File: config.mk
export PLATFORM = sky130hd
export DESIGN_NAME = memory_unit
export DESIGN_NICKNAME = d
export VERILOG_FILES = /design/src/rtl/memory_pkg.sv /design/src/rtl/memory_ram16x8.sv /design/src/rtl/memory_unit.sv
export SDC_FILE = /design/constraint.sdc
export NUM_CORES = 1
export LEC_CHECK = 0
export CORE_ASPECT_RATIO = 1.75
export CORE_MARGIN = 3
export CORE_UTILIZATION = 60
export CTS_CLUSTER_SIZE = 24
export DETAILED_ROUTE_END_ITERATION = 7
export PLACE_DENSITY_LB_ADDON = 0.25
export SYNTH_ARGS = -nofsm -noshare
export SYNTH_HDL_FRONTEND = slang
export SYNTH_SLANG_ARGS = --single-unit
File: constraint.sdc
create_clock -name clk -period 5.1 [get_ports clk]
set_input_delay 0.51 -clock clk [delete_from_list [all_inputs] [get_ports clk]]
set_output_delay 0.51 -clock clk [all_outputs]
set_load 0.005 [all_outputs]
File: src/rtl/memory_pkg.sv
// Shared types and sizing for the boot-loadable program/data memory.
package memory_pkg;
  localparam int AW    = 4;
  localparam int DW    = 8;
  localparam int DEPTH = 16;

  typedef enum logic [0:0] {
    BOOT = 1'b0,
    RUN  = 1'b1
  } state_e;
endpackage

File: src/rtl/memory_ram16x8.sv
// Register-file RAM: async clear, one write port, one registered read port
// that returns the pre-write word when read and write hit the same edge.
module ram16x8
  import memory_pkg::*;
#(
  parameter int AW = memory_pkg::AW,
  parameter int DW = memory_pkg::DW
) (
  input  logic          clk,
  input  logic          clr,
  input  logic          we,
  input  logic [AW-1:0] waddr,
  input  logic [DW-1:0] wdata,
  input  logic          re,
  input  logic [AW-1:0] raddr,
  output logic [DW-1:0] rdata
);

  localparam int NWORDS = 1 << AW;

  logic [DW-1:0] mem_q   [NWORDS];
  logic [DW-1:0] mem_d   [NWORDS];
  logic [DW-1:0] rdata_q;
  logic [DW-1:0] rdata_d;

  always_comb begin
    mem_d = mem_q;
    if (we) begin
      mem_d[waddr] = wdata;
    end else begin
      mem_d = mem_q;
    end
  end

  // Reads sample mem_q, so a same-edge write is not yet visible.
  always_comb begin
    rdata_d = rdata_q;
    if (re) begin
      rdata_d = mem_q[raddr];
    end else begin
      rdata_d = rdata_q;
    end
  end

  always_ff @(posedge clk or posedge clr) begin
    if (clr) begin
      for (int i = 0; i < NWORDS; i++) begin
        mem_q[i] <= {DW{1'b0}};
      end
      rdata_q <= {DW{1'b0}};
    end else begin
      mem_q   <= mem_d;
      rdata_q <= rdata_d;
    end
  end

  assign rdata = rdata_q;

endmodule

File: src/rtl/memory_unit.sv
// CPU-side memory with a boot loader: fills the array from a byte stream
// while holding the CPU in reset, then hands the bus to the CPU.
module memory_unit
  import memory_pkg::*;
#(
  parameter int AW = memory_pkg::AW,
  parameter int DW = memory_pkg::DW
) (
  input  logic          clk,
  input  logic          clr,
  input  logic          read,
  input  logic          write,
  input  logic [AW-1:0] address,
  input  logic [DW-1:0] memoryIn,
  output logic [DW-1:0] memoryOut,
  input  logic          load_en,
  input  logic          load_valid,
  input  logic [DW-1:0] load_data,
  output logic          load_ready,
  output logic          load_done,
  output logic          cpu_hold
);

  localparam logic [AW-1:0] PTR_LAST = {AW{1'b1}};

  state_e        state_q;
  state_e        state_d;
  logic [AW-1:0] ptr_q;
  logic [AW-1:0] ptr_d;
  logic          xfer_s;
  logic          we_s;
  logic [AW-1:0] waddr_s;
  logic [DW-1:0] wdata_s;
  logic          re_s;

  always_ff @(posedge clk or posedge clr) begin
    if (clr) begin
      state_q <= BOOT;
      ptr_q   <= {AW{1'b0}};
    end else begin
      state_q <= state_d;
      ptr_q   <= ptr_d;
    end
  end

  // Boot ends either when the last word lands or when the host drops load_en.
  always_comb begin
    state_d = state_q;
    case (state_q)
      BOOT: begin
        if (!load_en) begin
          state_d = RUN;
        end else if (xfer_s && (ptr_q == PTR_LAST)) begin
          state_d = RUN;
        end else begin
          state_d = BOOT;
        end
      end
      RUN:     state_d = RUN;
      default: state_d = BOOT;
    endcase
  end

  always_comb begin
    cpu_hold   = 1'b0;
    load_done  = 1'b0;
    load_ready = 1'b0;
    case (state_q)
      BOOT: begin
        cpu_hold   = 1'b1;
        load_ready = load_en;
      end
      RUN:     load_done = 1'b1;
      default: cpu_hold  = 1'b1;
    endcase
  end

  assign xfer_s = load_ready & load_valid;

  always_comb begin
    ptr_d = ptr_q;
    if (xfer_s) begin
      ptr_d = ptr_q + {{(AW-1){1'b0}}, 1'b1};
    end else begin
      ptr_d = ptr_q;
    end
  end

  // Write-source mux: loader owns the port in BOOT, the CPU in RUN.
  always_comb begin
    we_s    = 1'b0;
    waddr_s = {AW{1'b0}};
    wdata_s = {DW{1'b0}};
    re_s    = 1'b0;
    case (state_q)
      BOOT: begin
        we_s    = xfer_s;
        waddr_s = ptr_q;
        wdata_s = load_data;
      end
      RUN: begin
        we_s    = write;
        waddr_s = address;
        wdata_s = memoryIn;
        re_s    = read;
      end
      default: begin
        we_s = 1'b0;
        re_s = 1'b0;
      end
    endcase
  end

  ram16x8 #(
    .AW(AW),
    .DW(DW)
  ) u_ram (
    .clk  (clk),
    .clr  (clr),
    .we   (we_s),
    .waddr(waddr_s),
    .wdata(wdata_s),
    .re   (re_s),
    .raddr(address),
    .rdata(memoryOut)
  );

endmodule
==> results.toml <==
[run]
maxCapViolCount = 0

[route]
vias = 4785
wl_per_cell_um = 20.4
drc = 0
first_pass_iters = 5
vias_per_cell = 6.19
ant_nets = 0
drt-total-wl_um = 15800
first_iter_violations = 321

[place]
routabilityCongestion = 0.907
port_buffers = 36
hpwl_um = 10800

[synth]
ys_seq_area_share_pct = 51.3
synth_flop_cell = "dfrtp_1"
yosys.area.top_type = "dfrtp_1"
yosys.cell_types.count = 46
synthAdderAreaFrac_pct = 0.182
synth-seq-cells = 141
synth.top_cells.by_area = "dfrtp_1, mux2i_1, mux2_2"
synth-xor-area-share_pct = 0.255
synth-simple-area-share_pct = 13.3
synth_nets = 623
synth_mux_area_share_pct = 20.3
synth_top_area_share_pct = 51.3
ys_warn_count = 0
syn_inst = 596
synthArstFlopShare_pct = 100
syn_avg_cell_area_um2 = 11.5
synth_top_family_by_area = "multiplexers"
syn_area_mm2 = 0.00688
synth_enable_flop_cells = 0
synth_compound_area_share_pct = 12.1

[power]
p_clk_share_pct = 37.2
p_leak_nw = 3.64
p_seq_share_pct = 46.1
irDropWorstVdd_v = 0.000381
comb_power_share_pct = 16.7
power.density_mw_per_mm2 = 419
switching_share_pct = 27.9
p_int_mw = 2.37
switchingPower_mw = 0.918

[sta]
setup_viol = 0
fin_crit_sh_pct = 49.9
slew_headroom_pct = 23.9
worst_pin_slew_ps = 1110
skew_ps = 9.19
timing.final.crit_period_ps = 2550
rsz0062_at_grt = "false"
slew_viol_final = 0
hold_viol_final = 0
fmaxAchievable_mhz = 393
tns_ps = 0

[clock_network]
cts_root_buffer = "clkbuf_16"
hold_buffers = 0
clock_latency_ps = 420
htree_levels = 4
cts_made_buffers = 17
post-cts-setup-buffers = 0
numClockSinks = 141
cts_resized = 0
cts.clk_slew.worst_paths_ps = 60
cts_tree = "done"
clock_tree.buffer_depth = 2

[die]
dieArea_mm2 = 0.0128
pin_count = 37
rows = 51
die_y_um = 148
initial_utilization_pct = 61.6
core_mm2 = 0.0112
die_w_um = 86.9

[critical_path]
crit_chain = "clkdlybuf4s50_1, nor2b_1, clkdlybuf4s50_1"
rr_startpoint = "state_q$_DFF_PP0_"
path_max_fanout = 5
r2r_end = "u_ram.mem_q[54]$_DFFE_PP0P_"
crit_top_cell = "clkdlybuf4s50_1"
path_class = "in2out"
crit_buf_inv = 2
required_ps = 4590
arrival_ps = 2040
crit_end = "load_ready"
cp-startpoint = "load_en"
timing.reg2reg.setup_slack_ps = 2710
reg2reg_depth = 5
path_delay_family = "buffers and inverters"
crit_path_top_delay_cell = "clkdlybuf4s50_1"
endpoint_kind = "primary output"
slowest_delay_ps = 640
worstSetupPathDepth = 3
start_kind = "input port"

[layout]
fin_nets = 655
nFillCells = 792
drive_gt1_share_pct = 19.7
final_util_pct = 70.4
antenna_cells = 0
syn_to_final_growth_pct = 14.4

[global_routing]
grt_overflow = 0
antenna_found_initial = 0
grt_pass1_vias = 4958
grt_max_degree = 97
grt_pass1_wl_um = 25600
track_usage_pct = 26.2

[min_path]
min_path_type = "reg2reg"

[status]
status = "complete, no violations"
power groups by stage:
stage / Combinational, mW / Sequential, mW / Clock [mW]
floorplan: 0.400 / 1.49 / 0
global placement: 0.521 / 1.52 / 0
detailed placement: 0.544 / 1.53 / 0
CTS: 0.551 / 1.52 / 1.24
global route: 0.615 / 1.54 / 1.29
finish: 0.549 / 1.52 / 1.22
state kept, by name, summed over array words and instances, names as in the netlist:
| signal | flops |
|---|---|
| u_ram.mem_q | 128 |
| u_ram.rdata | 8 |
| ptr_q | 4 |
| state_q | 1 |
final cells by class:
type                       instances  area (um2)  share of cell area (%)
clock buffer                      18         429                    5.46
clock inverter                    14         156                    1.99
inverter                           2        12.5                   0.159
multi-input combinational        425        3180                    40.4
sequential                       141        3530                    44.9
tap                              132         165                    2.10
timing repair buffer              41         395                    5.03
worst min path at each step:
| stage | startpoint | endpoint | cells past startpoint |
|---|---|---|---|
| after CTS | u_ram.mem_q[125]$_DFFE_PP0P_ | u_ram.mem_q[125]$_DFFE_PP0P_ | 2 |
| after global routing | u_ram.mem_q[104]$_DFFE_PP0P_ | u_ram.mem_q[104]$_DFFE_PP0P_ | 2 |
| after floorplan | u_ram.mem_q[104]$_DFFE_PP0P_ | u_ram.mem_q[104]$_DFFE_PP0P_ | 2 |
| after detailed placement | u_ram.mem_q[120]$_DFFE_PP0P_ | u_ram.mem_q[120]$_DFFE_PP0P_ | 2 |
| after global placement | u_ram.mem_q[110]$_DFFE_PP0P_ | u_ram.mem_q[110]$_DFFE_PP0P_ | 2 |
| final | u_ram.mem_q[125]$_DFFE_PP0P_ | u_ram.mem_q[125]$_DFFE_PP0P_ | 2 |
cell usage after synthesis, types with 2 or more instances:
master	n
nor2_1	59
buf_4	6
a21oi_2	2
o21ai_0	24
nand3b_1	2
and2_4	2
inv_1	2
o21ai_4	2
a22oi_1	18
nand3_1	22
nor2_4	2
clkbuf_1	8
dfrtp_1	141
a21oi_1	62
o221ai_2	2
nor2b_1	3
mux2i_1	72
buf_6	3
buf_2	11
nand2_1	57
nor2_8	4
mux2_2	57
nand4_1	7
a221oi_4	6
worst register-to-register path, cell delays in order (launching register included):
cell and delay, ps:
dfrtp_1 320, buf_4 420, mux2i_4 670, o21ai_4 220, nor2_8 270, mux2_2 370
metrics by stage:
stage | hold slack (ps) | worst slack, ps | power [mW] | cell area, um2 | std cells
floorplan | 449 | 809 | 1.89 | 6880 | 596
global placement | 460 | 2200 | 2.04 | 7280 | 741
detailed placement | 470 | 2160 | 2.08 | 7280 | 741
CTS | 484 | 2550 | 3.30 | 7860 | 773
global route | 508 | 2440 | 3.45 | 7860 | 773
finish | 483 | 2550 | 3.29 | 7860 | 773
logic make-up after synthesis:
group | after synthesis
multiplexers | 131
adder cells (fa/ha/maj) | 1
XOR/XNOR | 2
buffers and inverters | 30
AO/OA/AOI/OAI | 119
AND/OR/NAND/NOR | 172
flip-flops | 141
placed cells by master, fill, tap and decap left out, types with 2 or more instances in the layout:
cell             instances
a21oi_1                 62
a21oi_2                  2
a221oi_4                 6
a22oi_1                 18
and2_4                   2
buf_4                    6
bufinv_16                2
clkbuf_16               17
clkdlybuf4s50_1         35
clkinvlp_4               4
dfrtp_1                141
inv_6                    7
mux2_2                  57
mux2i_1                 72
nand2_1                 57
nand3_1                 22
nand3b_1                 2
nand4_1                  7
nor2_1                  59
nor2_4                   2
nor2_8                   4
nor2b_1                  3
o21ai_0                 24
o21ai_4                  2
o221ai_2                 2
metal layers:
metal	GRT usage (%)	part of all wire, %	vias up
met4	11.1	3.1	0
met5	0	0	-
met3	5.08	4.1	43
li1	-	-	2212
met2	43.3	52	145
met1	33.2	41	2385
Note: power is estimated with default switching activity, not from simulation.
